--- src/rtl/stopwatch_lap_ctrl.sv ---
// Single-clock stopwatch: 10 ms prescaler, min:sec:cs counter, run/split FSM and FWFT lap FIFO.
// state | meaning: IDLE stopped, live | RUN counting, live | SPLIT counting, frozen | HOLD stopped, frozen
module stopwatch_lap_ctrl #(
  parameter int TICK_DIV  = 500000,
  parameter int LAP_DEPTH = 4,
  parameter int MIN_MAX   = 60
) (
  input  logic                             clk,
  input  logic                             rst,
  input  logic                             pause,
  input  logic                             record,
  input  logic                             lap_rd,
  output logic [5:0]                       min_o,
  output logic [5:0]                       sec_o,
  output logic [6:0]                       ms_10_o,
  output logic                             running_o,
  output logic                             frozen_o,
  output logic                             wrap_o,
  output logic [5:0]                       lap_min_o,
  output logic [5:0]                       lap_sec_o,
  output logic [6:0]                       lap_ms_10_o,
  output logic                             lap_valid_o,
  output logic [$clog2(LAP_DEPTH+1)-1:0]   lap_count_o,
  output logic                             lap_ovf_o
);

  localparam int PW = $clog2(TICK_DIV);
  localparam int AW = $clog2(LAP_DEPTH);
  localparam int CW = $clog2(LAP_DEPTH + 1);
  localparam logic [PW-1:0] PRESC_LAST = PW'(TICK_DIV - 1);
  localparam logic [5:0]    MIN_LAST   = 6'(MIN_MAX - 1);

  typedef enum logic [1:0] {S_IDLE, S_RUN, S_SPLIT, S_HOLD} state_t;
  typedef logic [18:0] stamp_t;

  state_t          state_q, state_d;
  logic            pause_q, record_q;
  logic [PW-1:0]   presc_q, presc_d;
  logic [5:0]      min_q, min_d, sec_q, sec_d;
  logic [6:0]      ms_q, ms_d;
  stamp_t          frz_q, frz_d;
  logic            wrap_q, wrap_d, ovf_q, ovf_d;
  logic            running_q, running_d, frozen_q, frozen_d;
  stamp_t          mem_q [LAP_DEPTH];
  stamp_t          mem_d [LAP_DEPTH];
  logic [AW-1:0]   rd_ptr_q, rd_ptr_d, wr_ptr_q, wr_ptr_d;
  logic [CW-1:0]   cnt_q, cnt_d;

  logic   p_e, r_e, p_act, r_act, tick, push, clear, pop, full, do_push;
  stamp_t cur, head;

  always_comb begin
    p_e      = pause & ~pause_q;
    r_e      = record & ~record_q;
    p_act    = p_e & ~r_e;
    r_act    = r_e & ~p_e;
    cur      = {min_q, sec_q, ms_q};
    tick     = running_q && (presc_q == PRESC_LAST);
    state_d  = state_q;
    presc_d  = presc_q;
    min_d    = min_q;
    sec_d    = sec_q;
    ms_d     = ms_q;
    frz_d    = frz_q;
    wrap_d   = 1'b0;
    ovf_d    = ovf_q;
    mem_d    = mem_q;
    rd_ptr_d = rd_ptr_q;
    wr_ptr_d = wr_ptr_q;
    push     = 1'b0;
    clear    = 1'b0;

    if (running_q) presc_d = tick ? '0 : presc_q + PW'(1);
    if (tick) begin
      if (ms_q != 7'd99) ms_d = ms_q + 7'd1;
      else begin
        ms_d = '0;
        if (sec_q != 6'd59) sec_d = sec_q + 6'd1;
        else begin
          sec_d = '0;
          if (min_q != MIN_LAST) min_d = min_q + 6'd1;
          else begin
            min_d  = '0;
            wrap_d = 1'b1;
          end
        end
      end
    end

    unique case (state_q)
      S_IDLE:  if (p_act) state_d = S_RUN;
               else if (r_act) clear = 1'b1;
      S_RUN:   if (p_act) state_d = S_IDLE;
               else if (r_act) begin
                 state_d = S_SPLIT;
                 frz_d   = cur;
                 push    = 1'b1;
               end
      S_SPLIT: if (p_act) state_d = S_HOLD;
               else if (r_act) begin
                 state_d = S_RUN;
                 push    = 1'b1;
               end
      S_HOLD:  if (p_act) state_d = S_SPLIT;
               else if (r_act) state_d = S_IDLE;
      default: state_d = S_IDLE;
    endcase

    // A pop frees the slot a same-cycle push needs, so full+pop+push is not an overflow
    pop     = lap_rd && (cnt_q != '0);
    full    = (cnt_q == CW'(LAP_DEPTH));
    do_push = push && (!full || pop);
    if (push && full && !pop) ovf_d = 1'b1;
    if (do_push) begin
      mem_d[wr_ptr_q] = cur;
      wr_ptr_d        = wr_ptr_q + AW'(1);
    end
    if (pop) rd_ptr_d = rd_ptr_q + AW'(1);
    cnt_d = cnt_q + CW'(do_push) - CW'(pop);

    if (clear) begin
      presc_d  = '0;
      min_d    = '0;
      sec_d    = '0;
      ms_d     = '0;
      wrap_d   = 1'b0;
      ovf_d    = 1'b0;
      rd_ptr_d = '0;
      wr_ptr_d = '0;
      cnt_d    = '0;
    end

    running_d = (state_d == S_RUN) || (state_d == S_SPLIT);
    frozen_d  = (state_d == S_SPLIT) || (state_d == S_HOLD);
  end

  always_ff @(posedge clk or negedge rst) begin
    if (!rst) begin
      state_q   <= S_IDLE;
      pause_q   <= 1'b0;
      record_q  <= 1'b0;
      presc_q   <= '0;
      min_q     <= '0;
      sec_q     <= '0;
      ms_q      <= '0;
      frz_q     <= '0;
      wrap_q    <= 1'b0;
      ovf_q     <= 1'b0;
      running_q <= 1'b0;
      frozen_q  <= 1'b0;
      mem_q     <= '{default: '0};
      rd_ptr_q  <= '0;
      wr_ptr_q  <= '0;
      cnt_q     <= '0;
    end else begin
      state_q   <= state_d;
      pause_q   <= pause;
      record_q  <= record;
      presc_q   <= presc_d;
      min_q     <= min_d;
      sec_q     <= sec_d;
      ms_q      <= ms_d;
      frz_q     <= frz_d;
      wrap_q    <= wrap_d;
      ovf_q     <= ovf_d;
      running_q <= running_d;
      frozen_q  <= frozen_d;
      mem_q     <= mem_d;
      rd_ptr_q  <= rd_ptr_d;
      wr_ptr_q  <= wr_ptr_d;
      cnt_q     <= cnt_d;
    end
  end

  assign head = lap_valid_o ? mem_q[rd_ptr_q] : '0;

  assign min_o       = frozen_q ? frz_q[18:13] : min_q;
  assign sec_o       = frozen_q ? frz_q[12:7]  : sec_q;
  assign ms_10_o     = frozen_q ? frz_q[6:0]   : ms_q;
  assign running_o   = running_q;
  assign frozen_o    = frozen_q;
  assign wrap_o      = wrap_q;
  assign lap_valid_o = (cnt_q != '0);
  assign lap_min_o   = head[18:13];
  assign lap_sec_o   = head[12:7];
  assign lap_ms_10_o = head[6:0];
  assign lap_count_o = cnt_q;
  assign lap_ovf_o   = ovf_q;

endmodule
--- config.mk ---
export PLATFORM = sky130hd
export DESIGN_NAME = stopwatch_lap_ctrl
export DESIGN_NICKNAME = d
export VERILOG_FILES = /design/src/rtl/stopwatch_lap_ctrl.sv
export SDC_FILE = /design/constraint.sdc
export NUM_CORES = 1
export LEC_CHECK = 0
export CORE_MARGIN = 3
export CORE_UTILIZATION = 45
export DETAILED_ROUTE_END_ITERATION = 8
export HOLD_SLACK_MARGIN = 0.06
export SLEW_MARGIN = 40
export SYNTH_ARGS = -nofsm -noshare
export SYNTH_HDL_FRONTEND = slang
export SYNTH_SLANG_ARGS = --single-unit
export TNS_END_PERCENT = 20
--- constraint.sdc ---
create_clock -name clk -period 3.2 [get_ports clk]
set_input_delay 0.48 -clock clk [delete_from_list [all_inputs] [get_ports clk]]
set_output_delay 0.48 -clock clk [all_outputs]
set_load 0.01 [all_outputs]
==> flow_summary.json, run 1 <==
{
  "ys_warn_count": 0,
  "leakagePower_uw": 0.00395,
  "crit_required_ps": 2720,
  "reg2regPathDepth": 5,
  "route.antenna.remaining_nets": 0,
  "grt_start_max_net_pins": 64,
  "insertedDiodeCount": 0,
  "drt_iter0_markers": 207,
  "multiInputGateArea_um2": 3290,
  "element_type_at_the_critical_path_end": "primary output",
  "max_slew.worst_pin.slew_ps": 595,
  "area.sequential_um2": 3680,
  "synthTopCellsByArea": "sky130_fd_sc_hd__dfrtp_1 52%, sky130_fd_sc_hd__mux2_2 18%, sky130_fd_sc_hd__mux4_2 6.0%",
  "clock_tree.htree_level_count": 4,
  "ctsHoldBuffers": 1,
  "crit_type": "reg -> out",
  "die-height_um": 132,
  "post_synth_edffs": 0,
  "clock_latency_late_sink_ps": 420,
  "grt_pass1_vias": 4776,
  "post_cts_buffers": 0,
  "remaining_drc_errors": 0,
  "die_x_um": 132,
  "min_delay_worst_endpoint": "frz_q[5]",
  "cap_viol_max_count": 0,
  "nFillCells": 1268,
  "grt_util_all_layers_pct": 17.9,
  "initial_core_utilization_pct": 46.4,
  "worst-r2r-setup-slack_ps": 540,
  "cts_root_buf": "sky130_fd_sc_hd__clkbuf_16",
  "timing.clock.skew_ps": 8.64,
  "dr.pass1.iters": 4,
  "tritoncts": "built",
  "timing.hold.ws_ps": 481,
  "period_needed_ps": 2830,
  "portBuffers": 50,
  "power.density_nw_per_um2": 709,
  "clk_path_buf_depth": 2,
  "route.vias.total": 4605,
  "drive_above_1_share_pct": 30.1,
  "timing.final.crit_share_pct": 88.6,
  "max_slew_margin_pct": 60.0,
  "timing.rr.start": "presc_q[14]",
  "finalSetupViolCount": 0,
  "status": "completed",
  "setup_total_negative_slack_ps": 0,
  "ys_seq_elements": 147,
  "maximum_vdd_ir_drop_uv": 380,
  "core_area_um2": 15400,
  "numCtsBuffers": 17,
  "viasPerCell": 5.38,
  "drt-total-wl_um": 14700,
  "postSynthCellCount": 575,
  "synth_area_um2": 7140,
  "post_detailed_route_wirelength_per_cell_um": 17.1,
  "synth_top_flop_cell": "sky130_fd_sc_hd__dfrtp_1",
  "timing.hold.worst_path_depth": 2,
  "syn_avg_cell_area_um2": 12.4,
  "flow.area_growth_from_synthesis_pct": 20.2,
  "worst_hold_startpoint": "frz_q[5]",
  "finish.net_count": 652,
  "dieArea_um2": 17400,
  "synth_area_leader_cell": "sky130_fd_sc_hd__dfrtp_1",
  "post_cts_resized": 0,
  "floorplan.rows": 45,
  "achievable_freq_mhz": 353,
  "io_pins": 51,
  "grt_pass1_wl_um": 24800,
  "worst_r2r_endpoint": "sec_q[1]",
  "maximum_fanout_count_along_the_critical_path": 21,
  "yosysSeqAreaShare_pct": 51.5,
  "post_route_worst_setup_slack_ps": 365,
  "clkTransAtPathRegs_ps": 60,
  "synth_cell_type_count": 46,
  "finalCoreUtilization_pct": 55.8,
  "rsz0062_at_grt": "no",
  "global_route.overflow_total": 0,
  "place_hpwl_um": 9740,
  "pre_cts_slack_ps": 368,
  "post_synth_top_area_share_pct": 51.5,
  "gp_congestion": 0.802,
  "synth-async-reset-ratio_pct": 100,
  "report.final.hold_viol_count": 0,
  "numClockSinks": 147,
  "hold_path.class": "reg -> reg",
  "grt_antenna_before_repair": 0,
  "final-max-slew-violation-count": 0,
  "startpoint_type": "flop",
  "critPathArrivalTime_ps": 2350,
  "mappedNetlistNets": 595
}
[layout make-up]
cell class,instances,share of cell area (%)
flip-flops and latches,147,42.9
multi-input cells,382,38.3
repair buffers,72,7.95
clock buffers,19,5.16
well taps,211,3.08
clock inverters,13,2.11
inverters,12,0.525
[worst max path at each step]
stage / startpoint / slack (ps) / to / cells past startpoint
5_1_grt: rd_ptr_q[0] / 250 / lap_sec_o[0] / 4
3_5_place_dp: pause / 370 / lap_count_o[2] / 13
6_report: rd_ptr_q[0] / 370 / lap_sec_o[0] / 4
2_1_floorplan: frozen_o / 250 / lap_count_o[2] / 14
3_3_place_gp: pause / 480 / lap_count_o[2] / 13
4_1_cts: rd_ptr_q[0] / 310 / lap_sec_o[0] / 4
[critical path, stage by stage (launching register included)]
cell	delay, ps
sky130_fd_sc_hd__dfrtp_1	320
sky130_fd_sc_hd__buf_4	380
sky130_fd_sc_hd__mux4_2	580
sky130_fd_sc_hd__and2_1	170
sky130_fd_sc_hd__clkdlybuf4s50_1	470
[per-stage QoR]
stage / instance area [um2] / power [uW] / std cells
4_1_cts: 8580 / 6160 / 856
5_1_grt: 8580 / 6410 / 856
3_5_place_dp: 7950 / 4040 / 823
6_report: 8580 / 6080 / 856
2_1_floorplan: 7140 / 3440 / 575
3_3_place_gp: 7950 / 3990 / 823
[cells by family after synthesis]
logic type / after synthesis / share of synthesized area [%]
XOR/XNOR: 22 / 2.70
AND/OR/NAND/NOR: 167 / 12.9
buffers and inverters: 46 / 2.42
AO/OA/AOI/OAI: 43 / 3.51
flip-flops: 147 / 51.5
multiplexers: 135 / 24.2
adder cells (fa/ha/maj): 15 / 2.73
[power by group]
part	total [uW]	leakage (uW)	switching [uW]	internal, uW
Clock	2100	0.000304	772	1320
Combinational	1590	0.00163	733	857
Sequential	2400	0.00202	216	2180
Total	6080	0.00395	1720	4360
[registers in the layout, indices dropped and copies added, names as in the netlist, 2 cells and up]
signal       count
min_q            6
rd_ptr_q         2
ms_q             7
wr_ptr_q         2
frz_q           19
presc_q         19
sec_q            6
mem_q           76
lap_count_o      3
[Yosys cell counts (2+ instances only)]
library cell                count
sky130_fd_sc_hd__dfrtp_1      147
sky130_fd_sc_hd__mux2_2       112
sky130_fd_sc_hd__nor2_1        39
sky130_fd_sc_hd__clkbuf_1      30
sky130_fd_sc_hd__and2_1        24
sky130_fd_sc_hd__nand2_1       22
sky130_fd_sc_hd__mux4_2        19
sky130_fd_sc_hd__nand3_1       19
sky130_fd_sc_hd__o21ai_0       17
sky130_fd_sc_hd__a21oi_1       14
sky130_fd_sc_hd__ha_1          14
sky130_fd_sc_hd__inv_1         12
sky130_fd_sc_hd__xnor2_1       11
sky130_fd_sc_hd__xor2_1        11
sky130_fd_sc_hd__or3_1         10
sky130_fd_sc_hd__and3_1         7
sky130_fd_sc_hd__nand4_1        6
sky130_fd_sc_hd__nor2b_1        6
sky130_fd_sc_hd__nor4_1         5
sky130_fd_sc_hd__buf_1          4
sky130_fd_sc_hd__mux2i_1        4
sky130_fd_sc_hd__nand2b_1       4
sky130_fd_sc_hd__nor3_1         4
sky130_fd_sc_hd__nand4b_1       3
sky130_fd_sc_hd__nor4b_1        3
sky130_fd_sc_hd__or3b_2         3
sky130_fd_sc_hd__a31oi_1        2
sky130_fd_sc_hd__nand3b_1       2
sky130_fd_sc_hd__o2bb2ai_1      2
sky130_fd_sc_hd__o31ai_1        2
sky130_fd_sc_hd__or2_2          2
[per-layer routing]
layer  GRT usage, %  routed length, um  vias up
li1               -                  -     2170
met1           24.5               7130     2360
met2           28.3               6980       64
met3           3.85                386       11
met4           6.24                172        0
met5              0                  0        -
[placed cells by master, fill, tap and decap left out, types with 17 or more instances in the layout]
master | synthesis | routed
sky130_fd_sc_hd__nor2_1 | 39 | 39
sky130_fd_sc_hd__nand2_1 | 22 | 22
sky130_fd_sc_hd__buf_4 | 0 | 20
sky130_fd_sc_hd__dfrtp_1 | 147 | 147
sky130_fd_sc_hd__mux4_2 | 19 | 19
sky130_fd_sc_hd__and2_1 | 24 | 24
sky130_fd_sc_hd__nand3_1 | 19 | 19
sky130_fd_sc_hd__clkbuf_16 | 0 | 17
sky130_fd_sc_hd__clkdlybuf4s50_1 | 0 | 49
sky130_fd_sc_hd__mux2_2 | 112 | 112
Note: power is estimated with default switching activity, not from simulation.
==> run 2, diff against run 1 <==
PLACE_DENSITY = 0.66   (was unset)
clock period = 2.6 ns   (was 3.2 ns; I/O delays follow)
==> run 2 against run 1 <==
Compared with the run above:
- highest routed layer unchanged
- routed wire length up 3.1%
- power up 23%
- worst setup slack worse by 290 ps
- flip-flop and latch count unchanged
- count of clock-buffer cells in the layout up 3
- die area unchanged
- first-iteration DRC count up 22%
==> flow_summary.json, run 2 (same netlist as run 1, synthesis figures left out) <==
{
  "element_type_at_the_critical_path_end": "primary output",
  "drt_iter0_markers": 252,
  "io_pins": 51,
  "startpoint_type": "flop",
  "layout_top_registers": "mem_q (76), frz_q (19), presc_q (19)",
  "initial_core_utilization_pct": 46.4,
  "clk_path_buf_depth": 2,
  "crit_required_ps": 2210,
  "clkTransAtPathRegs_ps": 60,
  "drive_above_1_share_pct": 32.6,
  "die_x_um": 132,
  "status": "completed",
  "flip_flop_count_of_the_largest_register_all_copies_and_words_added": 76,
  "placedInstanceArea_um2": 8150,
  "cap_viol_max_count": 0,
  "timing.hold.ws_ps": 448,
  "timing.clock.skew_ps": 5.29,
  "drt-total-wl_um": 15100,
  "final-max-slew-violation-count": 0,
  "clock_latency_late_sink_ps": 420,
  "finalCoreUtilization_pct": 57.5,
  "report.final.hold_viol_count": 0,
  "period_needed_ps": 2530,
  "layout.cells.most_common": "sky130_fd_sc_hd__dfrtp_1",
  "layout_common_cells": "145 x sky130_fd_sc_hd__dfrtp_1, 112 x sky130_fd_sc_hd__mux2_2, 38 x sky130_fd_sc_hd__nor2_1, 38 x sky130_fd_sc_hd__buf_4, 31 x sky130_fd_sc_hd__clkdlybuf4s50_1",
  "grt_pass1_vias": 4901,
  "fin_area_um2": 8830,
  "portBuffers": 50,
  "remaining_drc_errors": 0,
  "max_slew.worst_pin.slew_ps": 460,
  "tritoncts": "built",
  "post_detailed_route_wirelength_per_cell_um": 17.2,
  "maximum_vdd_ir_drop_uv": 548,
  "setup_total_negative_slack_ps": 0,
  "viasPerCell": 5.39,
  "insertedDiodeCount": 0,
  "achievable_freq_mhz": 395,
  "core_area_um2": 15400,
  "grt_start_max_net_pins": 51,
  "cts_root_buf": "sky130_fd_sc_hd__clkbuf_16",
  "crit_type": "reg -> out",
  "critPathArrivalTime_ps": 2140,
  "finish.net_count": 677,
  "post_route_worst_setup_slack_ps": 70.9,
  "finalSetupViolCount": 0,
  "gp_congestion": 0.805,
  "power.density_nw_per_um2": 845,
  "maximum_fanout_count_along_the_critical_path": 10,
  "leakagePower_uw": 0.00432,
  "max_slew_margin_pct": 69.3,
  "numCtsBuffers": 17,
  "global_route.overflow_total": 0,
  "floorplan.rows": 45,
  "numClockSinks": 147,
  "largest_register": "mem_q",
  "clock_tree.htree_level_count": 4,
  "route.antenna.remaining_nets": 0,
  "die-height_um": 132,
  "dr.pass1.iters": 4,
  "timing.final.crit_share_pct": 97.3,
  "pre_cts_slack_ps": -107,
  "worst-r2r-setup-slack_ps": 90,
  "dieArea_um2": 17400,
  "place_hpwl_um": 10200,
  "hold_path.class": "in -> reg",
  "route.vias.total": 4742,
  "grt_antenna_before_repair": 0,
  "grt_pass1_wl_um": 25400,
  "rsz0062_at_grt": "no",
  "grt_util_all_layers_pct": 18.1,
  "flow.area_growth_from_synthesis_pct": 23.8
}
-- run 2: cell types whose count changed in the layout (fill, tap and decap cells not counted), moves of 6 or more --
cell / previous run / this run
sky130_fd_sc_hd__buf_12: 1 / 7
sky130_fd_sc_hd__buf_4: 20 / 38
sky130_fd_sc_hd__dlymetal6s2s_1: 0 / 11
sky130_fd_sc_hd__clkdlybuf4s50_1: 49 / 31
sky130_fd_sc_hd__dlygate4sd2_1: 0 / 7
-- run 2: layer usage --
layer | GRT usage, % | wire [um] | part of all wire, %
met1 | 24.2 | 7180 | 47
met4 | 7.00 | 199 | 1.3
met3 | 3.21 | 392 | 2.6
met2 | 29.7 | 7350 | 49
met5 | 0 | 0 | 0
-- run 2: layout make-up --
type	count	area, um2
Clock buffer	22	464
Sequential cell	147	3680
Timing Repair Buffer	97	983
Multi-Input combinational cell	382	3290
Fill cell	1224	6540
Clock inverter	8	104
Inverter	12	45.0
Tap cell	211	264
-- run 2: report_power, final --
group	switching (uW)	total, uW	leakage, uW	internal (uW)
logic	930	2130	0.00203	1200
registers	287	2980	0.00201	2690
clock network	904	2360	0.000276	1450
total	2120	7470	0.00432	5350
-- run 2: metrics by stage --
step                      total power (uW)  cells
after floorplan                       4240    575
after global placement                4970    839
after detailed placement              5050    839
after CTS                             7480    872
after global routing                  7870    879
final                                 7470    879
-- run 2: timing repair --
action / CTS / global route
setup endpoints to repair: 19 / 13
gates cloned: 1 / 0
hold buffers: 1 / 0
resized for setup: 9 / 11
setup buffers: 1 / 7
pin swaps: 0 / 1
endpoints found under the hold margin: 46 / 0
-- run 2: worst paths after layout --
kind / start / to / cells after the start
worst max-delay path: rd_ptr_q[0] / lap_min_o[0] / 4
worst min-delay path: record / record_q / 1
worst max register to register: presc_q[12] / sec_q[2] / 5
worst min register to register: frz_q[5] / frz_q[5] / 2
max in group asynchronous: rst / min_q[1] / 3
min in group asynchronous: rst / mem_q[69] / 2
-- run 2: worst max-delay path, stage by stage (launching register included) --
cell	delay, ps
sky130_fd_sc_hd__dfrtp_2	440
sky130_fd_sc_hd__buf_12	160
sky130_fd_sc_hd__mux4_2	490
sky130_fd_sc_hd__and2_1	170
sky130_fd_sc_hd__clkdlybuf4s50_1	470
==> run 3, diff against run 2 <==
RECOVER_POWER = 25   (was unset)
==> run 3 against run 2 <==
Compared with the run above:
- cell count unchanged
- flip-flop and latch count unchanged
- register-to-register slack about the same
- clock skew is essentially flat
- clock power about the same
- critical path depth unchanged
- utilization shrank 0.12 points
- worst hold slack gained 40 ps
- worst setup slack worse by 1.3 ps
- via count is essentially flat
- sequential power about the same
==> flow_summary.json, run 3 (same netlist as run 1, synthesis figures left out) <==
{
  "clock_tree.htree_level_count": 4,
  "rsz0062_at_grt": "no",
  "place_inst": 839,
  "io_pins": 51,
  "global_route.overflow_total": 0,
  "route.antenna.remaining_nets": 0,
  "place_hpwl_um": 10200,
  "tritoncts": "built",
  "critPathArrivalTime_ps": 2140,
  "crit_required_ps": 2210,
  "drive_above_1_share_pct": 32.6,
  "timing.clock.skew_ps": 5.36,
  "numClockSinks": 147,
  "cts_root_buf": "sky130_fd_sc_hd__clkbuf_16",
  "leakagePower_uw": 0.00431,
  "hold_path.class": "reg -> reg",
  "die-height_um": 132,
  "crit_type": "reg -> out",
  "timing.final.crit_share_pct": 97.3,
  "max_slew.worst_pin.slew_ps": 1210,
  "layout_common_cells": "145 x sky130_fd_sc_hd__dfrtp_1, 112 x sky130_fd_sc_hd__mux2_2, 38 x sky130_fd_sc_hd__nor2_1, 38 x sky130_fd_sc_hd__buf_4, 29 x sky130_fd_sc_hd__clkdlybuf4s50_1",
  "report.power.total_uw": 7460,
  "portBuffers": 50,
  "die_x_um": 132,
  "dr.pass1.iters": 5,
  "core_area_um2": 15400,
  "nFillCells": 1228,
  "timing.hold.worst_path_depth": 2,
  "clk_path_buf_depth": 2,
  "grt_pass1_wl_um": 25400,
  "startpoint_type": "flop",
  "route.vias.total": 4746,
  "report.final.hold_viol_count": 0,
  "layout.cells.most_common": "sky130_fd_sc_hd__dfrtp_1",
  "grt_pass1_vias": 4901,
  "reg2regPathDepth": 5,
  "finalCoreUtilization_pct": 57.4,
  "drt_iter0_markers": 209,
  "final-max-slew-violation-count": 0,
  "layout_top_registers": "mem_q (76), frz_q (19), presc_q (19)",
  "worst-r2r-setup-slack_ps": 90,
  "flow.area_growth_from_synthesis_pct": 23.5,
  "drt-total-wl_um": 15200,
  "fin_area_um2": 8820,
  "viasPerCell": 5.40,
  "finalSetupViolCount": 0,
  "numCtsBuffers": 17,
  "final-instance-count-excl-fill": 879,
  "grt_antenna_before_repair": 0,
  "post_detailed_route_wirelength_per_cell_um": 17.3,
  "cap_viol_max_count": 0,
  "dieArea_um2": 17400,
  "largest_register": "mem_q",
  "placedInstanceArea_um2": 8150,
  "worst_r2r_endpoint": "sec_q[2]",
  "power.density_nw_per_um2": 847,
  "initial_core_utilization_pct": 46.4,
  "flip_flop_count_of_the_largest_register_all_copies_and_words_added": 76,
  "period_needed_ps": 2530,
  "clock_latency_late_sink_ps": 420,
  "status": "completed",
  "max_slew_margin_pct": 19.2,
  "achievable_freq_mhz": 395,
  "timing.rr.start": "presc_q[12]",
  "gp_congestion": 0.805,
  "clkTransAtPathRegs_ps": 60,
  "min_delay_worst_endpoint": "frz_q[5]",
  "floorplan.rows": 45,
  "remaining_drc_errors": 0,
  "grt_util_all_layers_pct": 18.1,
  "element_type_at_the_critical_path_end": "primary output",
  "maximum_vdd_ir_drop_uv": 549,
  "worst_setup_path_startpoint": "rd_ptr_q[0]",
  "maximum_fanout_count_along_the_critical_path": 10,
  "grt_start_max_net_pins": 51,
  "insertedDiodeCount": 0,
  "worst_hold_startpoint": "frz_q[5]",
  "finish.net_count": 677
}
==> run 3: changes by cell type in the layout (fill, tap and decap cells not counted), sizes merged <==
cell           change
buf                -2
clkbuf             +2
clkdlybuf4s50      -2
dlygate4sd3        +2
==> run 3: metal layers <==
metal,GRT usage [%],part of all wire [%]
met5,0,0
met1,24.2,47
met4,7.00,1.3
met3,3.21,3.0
met2,29.7,49
==> run 3: layout make-up <==
class | count | area, um2 | area share, %
Tap cell | 211 | 264 | 2.99
Multi-Input combinational cell | 382 | 3290 | 37.4
Clock inverter | 8 | 104 | 1.18
Timing Repair Buffer | 97 | 965 | 10.9
Sequential cell | 147 | 3680 | 41.8
Inverter | 12 | 45.0 | 0.511
Clock buffer | 22 | 464 | 5.27
==> run 3: worst max-delay path, stage by stage, from the launching register on <==
cell and delay [ps]:
sky130_fd_sc_hd__dfrtp_2 440, sky130_fd_sc_hd__buf_12 160, sky130_fd_sc_hd__mux4_2 490, sky130_fd_sc_hd__and2_1 170
sky130_fd_sc_hd__clkdlybuf4s50_1 470
==> run 3: worst max-delay path by stage <==
stage                           to  slack (ps)  cells past startpoint
detailed placement  lap_count_o[2]        -110                     13
floorplan           lap_count_o[2]          40                     14
finish                lap_min_o[0]          70                      4
global placement    lap_count_o[2]         -10                     13
global route              sec_q[2]           8                      5
CTS                   lap_min_o[0]         0.2                      4
==> run 3: where the power goes <==
group / total (uW) / switching, uW / internal, uW
logic: 2130 / 931 / 1200
clock network: 2360 / 903 / 1450
registers: 2980 / 288 / 2690
==> run 3: what timing repair did <==
item / 4_1_cts / 5_1_grt
cloned: 1 / 0
hold buffers: 1 / 0
hold endpoints to repair: 46 / 0
setup endpoints to repair: 19 / 13
resized for setup: 9 / 11
buffers inserted: 1 / 7
pin swaps: 0 / 1
==> run 3: metrics by stage <==
stage                     setup WS [ps]  hold WS, ps  setup TNS [ps]
after floorplan                    39.3         94.4               0
after global placement            -13.3          352           -13.3
after detailed placement           -107          360            -107
after CTS                         0.249          436               0
after global routing               7.97          509               0
final                              69.6          489               0
